==> config.mk <==
export PLATFORM = sky130hd
export DESIGN_NAME = traffic_phase_sequencer
export DESIGN_NICKNAME = d
export VERILOG_FILES = /design/src/rtl/traffic_phase_sequencer.sv
export SDC_FILE = /design/constraint.sdc
export NUM_CORES = 1
export LEC_CHECK = 0
export CAP_MARGIN = 20
export CORE_MARGIN = 10
export CORE_UTILIZATION = 44
export CTS_BUF_LIST = sky130_fd_sc_hd__clkbuf_8
export DETAILED_ROUTE_END_ITERATION = 16
export PLACE_DENSITY = 0.77
export SKIP_LAST_GASP = 1
export SLEW_MARGIN = 40
export SYNTH_ARGS = -nofsm -noshare
export SYNTH_HDL_FRONTEND = slang
export SYNTH_SLANG_ARGS = --single-unit
==> constraint.sdc <==
create_clock -name clk -period 2.4 [get_ports clk]
set_input_delay 0.24 -clock clk [delete_from_list [all_inputs] [get_ports clk]]
set_output_delay 0.24 -clock clk [all_outputs]
set_load 0.005 [all_outputs]
==> src/rtl/traffic_phase_sequencer.sv <==
// traffic_phase_sequencer
//   Cycles green / yellow / all-red phases around four directions (N, E, S, W).
//   Each phase is timed in seconds by a down-counter that advances on tick_1hz.
//   The phase ends when the counter reaches its terminal count of 1.
//
// Ports
//   clk               system clock, rising edge
//   rst               synchronous active-high reset
//   tick_1hz          one-clk pulse per second
//   run               1 = sequence, 0 = freeze everything
//   green_duration    green time in seconds   (sampled at phase entry)
//   yellow_duration   yellow time in seconds  (sampled at phase entry)
//   red_holding       all-red gap in seconds  (0 skips the all-red phase)
//   active_direction  direction owning the phase (00=N 01=E 10=S 11=W)
//   countdown_sec     seconds left in the current phase
//   show_countdown    1 in GREEN and YELLOW
//   phase             00=IDLE 01=GREEN 10=YELLOW 11=ALL_RED
//   lights            2 bits per direction, 00=red 01=yellow 10=green
//   cycle_done        one-clk pulse when the direction wraps W -> N
//
// state   | meaning
// --------+---------------------------------------------------------------
// IDLE    | after reset; waits for run, all lights red, no countdown
// GREEN   | active direction green, counting down green time
// YELLOW  | active direction yellow, counting down yellow time
// ALL_RED | every direction red, counting down the gap before the next one

module traffic_phase_sequencer #(
   parameter int         MAX_SEC   = 99,
   parameter logic [1:0] START_DIR = 2'b00
) (
   input  logic       clk,
   input  logic       rst,
   input  logic       tick_1hz,
   input  logic       run,
   input  logic [7:0] green_duration,
   input  logic [7:0] yellow_duration,
   input  logic [7:0] red_holding,
   output logic [1:0] active_direction,
   output logic [7:0] countdown_sec,
   output logic       show_countdown,
   output logic [1:0] phase,
   output logic [7:0] lights,
   output logic       cycle_done
);

   typedef enum logic [1:0] {
      ST_IDLE    = 2'b00,
      ST_GREEN   = 2'b01,
      ST_YELLOW  = 2'b10,
      ST_ALL_RED = 2'b11
   } state_t;

   localparam logic [7:0] MAX_V = 8'(MAX_SEC);

   state_t     state_d, state_q;
   logic [1:0] dir_d, dir_q;
   logic [7:0] cnt_d, cnt_q;
   logic       show_d, show_q;
   logic [7:0] lights_d, lights_q;
   logic       done_d, done_q;

   logic [7:0] green_ld;
   logic [7:0] yellow_ld;
   logic [7:0] red_ld;
   logic       step;

   // Green and yellow never load 0 so a running phase always lasts at least
   // one second; red keeps 0 because 0 means "skip the all-red gap".
   function automatic logic [7:0] clamp_gy(input logic [7:0] v);
      if (v == 8'd0)
         return 8'd1;
      else if (v > MAX_V)
         return MAX_V;
      else
         return v;
   endfunction

   function automatic logic [7:0] clamp_red(input logic [7:0] v);
      return (v > MAX_V) ? MAX_V : v;
   endfunction

   always_comb begin
      green_ld  = clamp_gy(green_duration);
      yellow_ld = clamp_gy(yellow_duration);
      red_ld    = clamp_red(red_holding);
      step      = run && tick_1hz;

      state_d  = state_q;
      dir_d    = dir_q;
      cnt_d    = cnt_q;
      done_d   = 1'b0;

      case (state_q)
         ST_IDLE: begin
            // No tick needed to start, and a coincident tick is not applied.
            if (run) begin
               state_d = ST_GREEN;
               cnt_d   = green_ld;
            end
         end
         ST_GREEN: begin
            if (step) begin
               if (cnt_q > 8'd1) begin
                  cnt_d = cnt_q - 8'd1;
               end else begin
                  state_d = ST_YELLOW;
                  cnt_d   = yellow_ld;
               end
            end
         end
         ST_YELLOW: begin
            if (step) begin
               if (cnt_q > 8'd1) begin
                  cnt_d = cnt_q - 8'd1;
               end else if (red_ld == 8'd0) begin
                  state_d = ST_GREEN;
                  cnt_d   = green_ld;
                  dir_d   = dir_q + 2'd1;
                  done_d  = (dir_q == 2'b11);
               end else begin
                  state_d = ST_ALL_RED;
                  cnt_d   = red_ld;
               end
            end
         end
         default: begin
            if (step) begin
               if (cnt_q > 8'd1) begin
                  cnt_d = cnt_q - 8'd1;
               end else begin
                  state_d = ST_GREEN;
                  cnt_d   = green_ld;
                  dir_d   = dir_q + 2'd1;
                  done_d  = (dir_q == 2'b11);
               end
            end
         end
      endcase

      // Display outputs are derived from the next state so that they are
      // registered alongside it and change on the same edge.
      show_d   = (state_d == ST_GREEN) || (state_d == ST_YELLOW);
      lights_d = 8'h00;
      if (state_d == ST_GREEN)
         lights_d[{dir_d, 1'b0} +: 2] = 2'b10;
      else if (state_d == ST_YELLOW)
         lights_d[{dir_d, 1'b0} +: 2] = 2'b01;
   end

   always_ff @(posedge clk) begin
      if (rst) begin
         state_q  <= ST_IDLE;
         dir_q    <= START_DIR;
         cnt_q    <= 8'd0;
         show_q   <= 1'b0;
         lights_q <= 8'h00;
         done_q   <= 1'b0;
      end else begin
         state_q  <= state_d;
         dir_q    <= dir_d;
         cnt_q    <= cnt_d;
         show_q   <= show_d;
         lights_q <= lights_d;
         done_q   <= done_d;
      end
   end

   assign phase            = state_q;
   assign active_direction = dir_q;
   assign countdown_sec    = cnt_q;
   assign show_countdown   = show_q;
   assign lights           = lights_q;
   assign cycle_done       = done_q;

endmodule

; ---- Word-level counts from Yosys, hierarchy flattened
; Cells that the tools add are included.
[totals]
register_bits = 22
in_bits = 28
[op_classes]
n_addsub = 3
n_lt_le_gt_ge = 4
n_eq_ne = 8
n_shift = 3
mux = 37
bitwise_logic = 2
reduce_logical = 9
[op_table]
columns = cell, n
row1 = 2-to-1 mux 8 bit, 15
row2 = 2-to-1 mux 2 bit, 13
row3 = "greater-than comparator 8 x 7 -> 1 bit, second input constant", 3
row4 = zero test 8 bit, 3
row5 = case mux 8 bit (3 select lines), 1
row6 = bitwise AND 8 bit, 2
row7 = "variable part select 2 x 5 -> 8 bit, first input constant", 2
row8 = "greater-than comparator 8 x 1 -> 1 bit, second input constant", 1
row9 = "variable shift 2 x 5 -> 8 bit, first input constant", 1
row10 = "subtractor 8 x 1 -> 8 bit, second input constant", 1
row11 = "== test 2 bit, second input constant", 3
row12 = "inequality test 2 bit, second input constant", 3
row13 = case mux 2 bit (3 select lines), 1
row14 = 2-to-1 mux 1 bit, 5
row15 = negation 3 -> 5 bit, 1
row16 = "== test 2 x 1 -> 1 bit, second input constant", 2
row17 = case mux 2 bit (2 select lines), 1
row18 = AND reduction 4 bit, 1
row19 = "adder 2 x 1 -> 2 bit, second input constant", 1
row20 = zero test 2 bit, 1
row21 = case mux 1 bit (2 select lines), 1
row22 = nonzero test 2 bit, 1
row23 = OR reduction 2 bit, 1
row24 = logical AND 1 bit, 1
row25 = logical OR 1 bit, 1

; ---- Logic depth before layout (Yosys ltp)
; Gate-level depths: netlist of the first run.
[depth]
depth_word = 12
mapped_depth = 11

; ---- Least setup slack after synthesis of the first run
; Ideal clock, no wire load.
[synth_path]
path_kind = flip-flop to flip-flop
start = register cnt_q[0] (netlist: countdown_sec[0])
end = register lights_q[2] (netlist: lights[2])
setup_ps = 65
t_arrival_ps = 2448
path_slack_ps = -113
stages_incl_launch_ff = 12
path_buffers = 1
period_less_slack_ps = 2513
cell_sequence = dfxtp_1 -> inv_1 -> ha_1 -> buf_2 -> or2_2 -> nand4_4 -> a21oi_1 -> o32ai_1 -> inv_1 -> ha_1 -> or3b_2 -> nor2_1
[synth_lines]
columns = item, line_no
row1 = "start, declared", 58  ; logic [7:0] cnt_d, cnt_q;
row2 = "start signal, assigned", 162  ; cnt_q <= cnt_d;
row3 = greater-than comparator 8 x 1 -> 1 bit (*), "104, 114, 129"
row4 = 2-to-1 mux 2 bit (on tied branches), "129, 104, 114"
row5 = 2-to-1 mux 2 bit (on tied branches), "128, 103, 113"
row6 = case mux 2 bit (3 select lines) (*), 94  ; case (state_q)
row7 = named net state_d[0], 56  ; state_t state_d, state_q;
row8 = == test 2 bit, 147  ; else if (state_d == ST_YELLOW)
row9 = 2-to-1 mux 8 bit, 147
row10 = 2-to-1 mux 8 bit (*), 145  ; if (state_d == ST_GREEN)
row11 = "end signal, assigned", 164  ; lights_q <= lights_d;
row12 = "end, declared", 60  ; logic [7:0] lights_d, lights_q;
; Mark *: on every way through the listed nets, which the timed path passes. The rest lies on a longest branch.
; A chain may end at the register's enable or synchronous reset.

; ---- Worst setup path after layout of the first run
[layout_path]
start = register cnt_q[0] (netlist: countdown_sec[0])
end = register lights_q[0] (netlist: lights[0])
; The elaborated chain is that of the path after synthesis.

==> run_results.csv, run 1 <==
group,metric,value,unit
die,pin_count,50,
timing,finalHoldViolCount,0,
timing,min_period_over_period,95.3,%
route,dr_total_vias,1921,
placed_design,port_buffers,49,
grt,grt-ovfl-total,0,
critical_path,cp-start-kind,"flip-flop",
synthesis,yosysSeqAreaShare,26.4,%
route,wl_per_cell,15.8,um
grt,grt_usage,15.5,%
clock_tree,cts-hold-fix-buffers,0,
die,core_area,3660,um2
critical_path,crit_fanout,6,
clock_tree,cts_buffers,3,
clock_tree,clock_latency,0.27,ns
finish,drive_gt1_share,16.6,%
critical_path,endpoint_kind,"flip-flop",
die,rows,22,
critical_path,slowest_delay,0.41,ns
route,routed_wirelength,5140,um
timing,maxSlewViolCount,0,
timing,rsz0062_at_grt,"false",
route,vias_per_cell,5.91,
run,maxCapViolCount,0,
critical_path,cp_cell_sequence,"inv_1, ha_1, or2_2, nand4_4, a21oi_1, o32ai_2, inv_1, ha_1, or3b_4, nor2_1",
route,wl_met3,501,um
finish,diodes,0,
synthesis,synth_warnings,0,
timing,final-setup-viol-count,0,
clock_tree,clk_pin_slew,0.09,ns
finish,most-common-layout-cells,"clkdlybuf4s50_1, nor2_1, dfxtp_1",
route,drt-initial-drc-count,189,
route,wl_met2,2220,um
route,ant_nets,0,
synthesis,synth_cells,215,
finish,fin_nets,312,
synthesis,synthFlopType,"dfxtp_1",
timing,setup_tns,0,ns
finish,layout_commonest_cell,"clkdlybuf4s50_1",
clock_tree,cts_tree,"yes",
synthesis,ys_types,59,
die,die_w,81.6,um
route,wl_met1,2340,um
critical_path,timing.critical_path.buf_inv,2,
synthesis,syn_area,1670,um2
placed_design,dpl.hpwl,4190,um
power_and_ir_drop,ir_worst_vdd,0.233,mV
power_and_ir_drop,p_leak,0.873,nW
placed_design,finalWeightedCongestion,0.931,
finish,syn_to_final_growth,43.0,%
synthesis,synth_edf_count,0,
status,status,"completed",
clock_tree,htreeDepth,1,
grt,grt_pass1_vias,1740,
critical_path,timing.critical_path.arrival,2.49,ns
timing,finalClockSkew,0.00744,ns
grt,grt_pass1_wl,8360,um
timing,min_period,2.29,ns
critical_path,critPathRequiredTime,2.60,ns
synthesis,synth_nets,249,
synthesis,yosys_register_bits,22,
die,start_util,45.6,%
critical_path,crit_family,"simple AND/OR/NAND/NOR gates",
critical_path,critical_path_class,"flip-flop to flip-flop",
critical_path,critPathSlowestCell,"or3b_4",
finish,final.fill_count,304,
timing,tightest_slew,0.587,ns
clock_tree,clock-sinks,22,
grt,antenna_found_initial,0,
timing,fmax,0.437,GHz
power_and_ir_drop,p_total,1.22,mW
timing,relSlewSlack,59.9,%
clock_tree,ctsLongestPathBuffers,2,
clock_tree,cts_root_buf,"clkbuf_8",
die,die-height,81.6,um
die,die-area,6660,um2
hold_path,hp-class,"flip-flop to flip-flop",
power_and_ir_drop,power.density,512,nW/um2
route,firstDrtPassIters,5,
synthesis,async_flop_share,0,%
route,dr.max_layer_used,"met4",
grt,grt_max_degree,23,
route,route.detailed.drc,0,
synthesis,avgSynthCellArea,7.77,um2
worst paths after layout:
| kind | start | cells after the start | slack, ns | endpoint |
|---|---|---|---|---|
| max | countdown_sec[0] | 10 | 0.11 | lights[0] |
| min | active_direction[1] | 2 | 0.56 | active_direction[1] |
| min reg2reg | active_direction[1] | 2 | 0.56 | active_direction[1] |
| max reg2reg | countdown_sec[0] | 10 | 0.11 | lights[0] |
registers in the layout (all words and copies together) (netlist names):
signal,cells
phase,2
lights,8
active_direction,2
show_countdown,1
countdown_sec,8
cycle_done,1
layer usage:
metal	up-vias	GRT usage [%]
met3	8	4.37
met4	0	4.59
met1	879	20.5
li1	944	-
met5	-	0
met2	90	23.8
area by class of cell:
type                            count  area, um2  area share [%]
Inverter                           11       41.3            1.73
Clock buffer                        3       41.3            1.73
Tap cell                           48       60.1            2.51
Timing Repair Buffer               67        626            26.2
Sequential cell                    22        445            18.6
Multi-Input combinational cell    173       1140            47.9
Clock inverter                      1       30.0            1.26
logic make-up (layout without fill, tap and decap cells):
group / Yosys count / after routing / share of synthesized area, %
buffers and inverters: 20 / 82 / 5.84
flip-flops: 22 / 22 / 26.4
AND/OR/NAND/NOR: 95 / 95 / 32.9
AO/OA/AOI/OAI: 66 / 66 / 26.7
multiplexers: 3 / 3 / 2.17
adder cells (fa/ha/maj): 6 / 6 / 4.49
XOR/XNOR: 3 / 3 / 1.57
power breakdown:
part,internal [mW],switching (mW),total [mW]
Combinational,0.218,0.243,0.461
Sequential,0.385,0.0246,0.410
Clock,0.223,0.129,0.352
Total,0.826,0.396,1.22
cells in the mapped netlist (2+ instances only):
cell	count	area, um2
nor2_1	31	116
dfxtp_1	22	440
a21oi_1	18	90.1
nor3_1	12	60.1
inv_1	11	41.3
nand2_1	11	41.3
o21ai_0	10	50.1
a31oi_1	9	56.3
ha_1	6	75.1
nand3_1	6	30.0
a211oi_1	5	37.5
nand4_1	4	25.0
nor3_2	4	40.0
a221oi_1	3	26.3
buf_2	3	15.0
nand2b_1	3	18.8
nand3b_1	3	22.5
nor3b_1	3	22.5
o22ai_1	3	18.8
a2111oi_0	2	17.5
a311oi_1	2	17.5
buf_6	2	22.5
clkbuf_1	2	7.51
o211ai_1	2	15.0
o311a_1	2	20.0
or2_2	2	12.5
xnor2_1	2	17.5
tightest hold or removal path: stages, from the launching register on:
cell and delay, ns:
dfxtp_1 0.36, nand2_2 0.09, a21oi_1 0.07
through the flow:
step,instance area (um2),utilization (%),std cells,hold slack (ns),worst slack (ns)
6_report,2390,65.2,325,0.555,0.113
5_1_grt,2390,65.2,325,0.573,0.00289
4_1_cts,2380,65.1,325,0.557,0.0244
3_5_place_dp,2310,63.1,321,0.544,-0.0543
3_3_place_gp,2310,63.1,321,0.525,0.0447
2_1_floorplan,1680,-,215,0.422,0.0211
timing repair:
| action | in CTS | in global routing |
|---|---|---|
| setup endpoints to repair | 1 | 3 |
| resized for setup | 1 | 2 |
| pin swaps | 0 | 0 |
| setup buffers | 0 | 0 |
Note: power is estimated with default switching activity, not from simulation.
==> run 2: changes to the inputs <==
Settings changed: CTS_BUF_LIST sky130_fd_sc_hd__clkbuf_8 to sky130_fd_sc_hd__clkbuf_4.
==> run 2 against run 1 <==
Final area decreased by 0.47%. Sequential power about the same. Final cell count increased by 0.31%. Sequential cell count unchanged. Highest routed layer unchanged.
==> run_results.csv, run 2 (synthesized netlist as in run 1, its figures left out) <==
group,metric,value,unit
timing,hold_ws,0.564,ns
power_and_ir_drop,p_total,1.17,mW
grt,grt_max_degree,23,
clock_tree,cts_root_buf,"clkbuf_4",
critical_path,r2r-end,"lights[4]",
route,routed_wirelength,5190,um
route,wl_per_cell,15.9,um
route,ant_nets,0,
timing,finalHoldViolCount,0,
timing,tightest_slew,0.565,ns
critical_path,worstReg2RegStart,"countdown_sec[0]",
finish,drive_gt1_share,16.9,%
clock_tree,cts_tree,"yes",
die,die-height,81.6,um
critical_path,crit_fanout,6,
status,status,"completed",
die,start_util,45.6,%
die,die_w,81.6,um
route,firstDrtPassIters,4,
clock_tree,clock-sinks,22,
finish,fin_nets,313,
timing,min_period_over_period,94.9,%
power_and_ir_drop,power.density,491,nW/um2
critical_path,timing.critical_path.arrival,2.54,ns
timing,final-setup-viol-count,0,
finish,most-common-layout-cells,"clkdlybuf4s50_1, nor2_1, dfxtp_1",
timing,maxSlewViolCount,0,
grt,grt_pass1_vias,1770,
timing,min_period,2.28,ns
finish,layout_commonest_cell,"clkdlybuf4s50_1",
finish,syn_to_final_growth,42.3,%
clock_tree,clock_latency,0.32,ns
clock_tree,clk_pin_slew,0.14,ns
placed_design,preCtsSetupSlack,-0.0543,ns
grt,grt_pass1_wl,8370,um
power_and_ir_drop,p_leak,0.871,nW
clock_tree,cts-hold-fix-buffers,0,
die,rows,22,
hold_path,hp-class,"flip-flop to flip-flop",
critical_path,crit_end,"lights[4]",
critical_path,critical_path_class,"flip-flop to flip-flop",
die,pin_count,50,
timing,finalClockSkew,0.00863,ns
clock_tree,ctsLongestPathBuffers,2,
critical_path,worstSetupStartpoint,"countdown_sec[0]",
route,vias_per_cell,5.95,
power_and_ir_drop,ir_worst_vdd,0.232,mV
critical_path,endpoint_kind,"flip-flop",
grt,grt-ovfl-total,0,
route,drt-initial-drc-count,184,
critical_path,reg2reg_depth,10,
route,route.detailed.drc,0,
clock_tree,htreeDepth,1,
die,core_area,3660,um2
timing,relSlewSlack,61.4,%
grt,antenna_found_initial,0,
grt,grt_usage,15.6,%
timing,worst_slack,0.123,ns
finish,diodes,0,
critical_path,critPathRequiredTime,2.66,ns
critical_path,regToRegSetupSlack,0.12,ns
route,dr_total_vias,1940,
die,die-area,6660,um2
placed_design,dpl.hpwl,4190,um
run,maxCapViolCount,0,
timing,fmax,0.439,GHz
timing,rsz0062_at_grt,"false",
placed_design,port_buffers,49,
critical_path,cp-start-kind,"flip-flop",
clock_tree,cts_buffers,3,
placed_design,finalWeightedCongestion,0.931,
==> run 2: changes by cell type in the layout (fill, tap and decap cells not counted), sizes merged <==
cell,change
buf,+1
==> run 2: stage by stage <==
step | TNS, ns | area (um2) | util (%) | std cells
floorplan | 0 | 1680 | - | 215
detailed placement | -0.137 | 2310 | 63.1 | 321
CTS | 0 | 2360 | 64.5 | 325
global route | 0 | 2380 | 64.9 | 326
global placement | 0 | 2310 | 63.1 | 321
finish | 0 | 2380 | 64.9 | 326
==> run 2: worst min path at each step <==
stage	start	endpoint	slack [ns]	cells after the start
final	countdown_sec[1]	countdown_sec[1]	0.56	2
after floorplan	run	countdown_sec[7]	0.42	3
after global routing	countdown_sec[1]	countdown_sec[1]	0.58	2
after detailed placement	active_direction[1]	active_direction[1]	0.54	2
after CTS	active_direction[1]	active_direction[1]	0.56	2
after global placement	active_direction[1]	active_direction[1]	0.52	2
==> run 2: what timing repair did <==
item                       4_1_cts  5_1_grt
buffers inserted                 0        1
setup endpoints to repair        0        3
gates resized for setup          0        3
==> run 2: routing by layer <==
layer	GRT usage, %	up-vias	wire (um)	share of wire [%]
met5	0	-	0	0
met3	4.37	9	514	9.9
met4	6.12	0	85	1.6
met1	20.3	905	2300	44
li1	-	942	-	-
met2	23.7	84	2290	44
==> run 2: cell type report <==
class / instances / area, um2
clock buffer: 3 / 22.5
clock inverter: 1 / 30.0
fill: 307 / 1280
inverter: 11 / 41.3
multi-input combinational: 173 / 1140
sequential: 22 / 445
tap: 48 / 60.1
timing repair buffer: 68 / 633
==> run 2: where the power goes <==
part           switching [mW]  internal [mW]
clock                   0.125          0.169
combinational           0.243          0.220
sequential             0.0245          0.386
total                   0.393          0.774
==> run 2: critical path, stage by stage, from the launching register on <==
cell	delay [ns]
dfxtp_4	0.39
inv_1	0.06
ha_1	0.20
or2_2	0.34
nand4_4	0.14
a21oi_1	0.09
o32ai_2	0.13
inv_1	0.10
ha_1	0.22
or3b_4	0.41
nor2_2	0.12
==> run 3: changes to the inputs <==
Settings changed: MAX_ROUTING_LAYER set to met4.
==> run 3 against run 2 <==
Worst hold slack lost 0.0013 ns. Sequential cell count is the same. First-iteration DRC count grew 17%. Non-clock buffer count is the same. Critical path type unchanged. Critical endpoint unchanged. Largest cell class unchanged. Highest routed layer unchanged.
==> run_results.csv, run 3 (synthesized netlist as in run 1, its figures left out) <==
group,metric,value,unit
run,maxCapViolCount,0,
critical_path,critical_path_class,"flip-flop to flip-flop",
die,start_util,45.6,%
route,ant_nets,0,
route,drt-initial-drc-count,216,
die,pin_count,50,
route,dr_total_vias,1953,
die,core_area,3660,um2
die,die_w,81.6,um
critical_path,critPathSlowestCell,"or3b_4",
timing,rsz0062_at_grt,"false",
power_and_ir_drop,power.density,493,nW/um2
critical_path,endpoint_kind,"flip-flop",
timing,fmax,0.438,GHz
critical_path,crit_fanout,6,
clock_tree,ctsLongestPathBuffers,2,
grt,grt_pass1_wl,8420,um
critical_path,crit_family,"simple AND/OR/NAND/NOR gates",
die,die-height,81.6,um
power_and_ir_drop,ir_worst_vdd,0.232,mV
critical_path,slowest_delay,0.41,ns
clock_tree,clock-sinks,22,
timing,min_period_over_period,95.2,%
clock_tree,htreeDepth,1,
clock_tree,cts_root_buf,"clkbuf_4",
critical_path,timing.critical_path.arrival,2.55,ns
route,vias_per_cell,5.99,
finish,fin_area,2380,um2
finish,utilization,64.9,%
critical_path,cp_cell_sequence,"inv_1, ha_1, or2_2, nand4_4, a21oi_1, o32ai_2, inv_1, ha_1, or3b_4, nor2_2",
finish,most-common-layout-cells,"clkdlybuf4s50_1, nor2_1, dfxtp_1",
finish,multi_input_area,1140,um2
finish,drive_gt1_share,16.9,%
hold_path,hp-class,"flip-flop to flip-flop",
finish,syn_to_final_growth,42.3,%
timing,finalClockSkew,0.0144,ns
critical_path,timing.critical_path.buf_inv,2,
finish,regArea,445,um2
placed_design,placed_area,2310,um2
die,rows,22,
placed_design,finalWeightedCongestion,0.947,
clock_tree,clk_pin_slew,0.14,ns
status,status,"completed",
grt,grt-ovfl-total,0,
finish,diodes,0,
finish,layout_commonest_cell,"clkdlybuf4s50_1",
timing,finalHoldViolCount,0,
clock_tree,cts_tree,"yes",
route,route.detailed.drc,0,
critical_path,critPathRequiredTime,2.66,ns
grt,grt_usage,16.1,%
finish,final.fill_count,307,
timing,tightest_slew,0.577,ns
grt,antenna_found_initial,0,
timing,final-setup-viol-count,0,
timing,setup_tns,0,ns
placed_design,port_buffers,49,
placed_design,dpl.hpwl,4190,um
timing,min_period,2.28,ns
timing,hold_ws,0.563,ns
timing,relSlewSlack,60.6,%
route,wl_per_cell,16.0,um
finish,fin_nets,313,
route,firstDrtPassIters,4,
grt,grt_pass1_vias,1758,
clock_tree,cts_buffers,3,
clock_tree,clock_latency,0.33,ns
power_and_ir_drop,p_leak,0.871,nW
critical_path,cp-start-kind,"flip-flop",
timing,maxSlewViolCount,0,
route,routed_wirelength,5200,um
die,die-area,6660,um2
grt,grt_max_degree,23,
## run 3: cell type report
| class | instances | share of cell area (%) |
|---|---|---|
| Sequential cell | 22 | 18.7 |
| Inverter | 11 | 1.74 |
| Multi-Input combinational cell | 173 | 48.2 |
| Tap cell | 48 | 2.53 |
| Timing Repair Buffer | 68 | 26.6 |
| Clock inverter | 1 | 1.26 |
| Clock buffer | 3 | 0.947 |
## run 3: per-layer routing
layer | up-vias | wire, um | part of all wire, % | track usage, %
met5 | - | 0 | 0 | -
li1 | 947 | - | - | -
met1 | 901 | 2470 | 47 | 21.8
met4 | 0 | 94 | 1.8 | 6.12
met3 | 12 | 381 | 7.3 | 2.40
met2 | 93 | 2260 | 43 | 23.5
## run 3: worst register-to-register path, cell delays in order (launching register included)
cell and delay [ns]:
dfxtp_4 0.39, inv_1 0.06, ha_1 0.20, or2_2 0.34, nand4_4 0.14, a21oi_1 0.09
o32ai_2 0.13, inv_1 0.10, ha_1 0.22, or3b_4 0.41, nor2_2 0.12
## run 3: through the flow
| stage | worst slack, ns | power [mW] | instances |
|---|---|---|---|
| after floorplan | 0.0211 | 0.684 | 215 |
| after global placement | 0.0447 | 0.868 | 321 |
| after detailed placement | -0.0543 | 0.871 | 321 |
| after CTS | 0.00109 | 1.17 | 325 |
| after global routing | 0.0149 | 1.24 | 326 |
| final | 0.115 | 1.17 | 326 |
## run 3: report_power, final
part	switching [mW]	leakage [nW]	internal, mW
registers	0.0244	0.181	0.386
clock network	0.128	0.0279	0.169
logic	0.245	0.662	0.220
total	0.397	0.871	0.774
## run 3: what timing repair did
| action | CTS | global route |
|---|---|---|
| buffers inserted | 0 | 1 |
| resized for setup | 0 | 3 |
| hold buffers | 0 | 0 |
| endpoints found under the setup margin | 0 | 3 |
## run 3: final timing paths
path	from	endpoint	slack, ns	depth (start not counted)
worst max-delay path	countdown_sec[0]	lights[4]	0.12	10
worst max register to register	countdown_sec[0]	lights[4]	0.12	10
worst min register to register	countdown_sec[1]	countdown_sec[1]	0.56	2
worst min-delay path	countdown_sec[1]	countdown_sec[1]	0.56	2
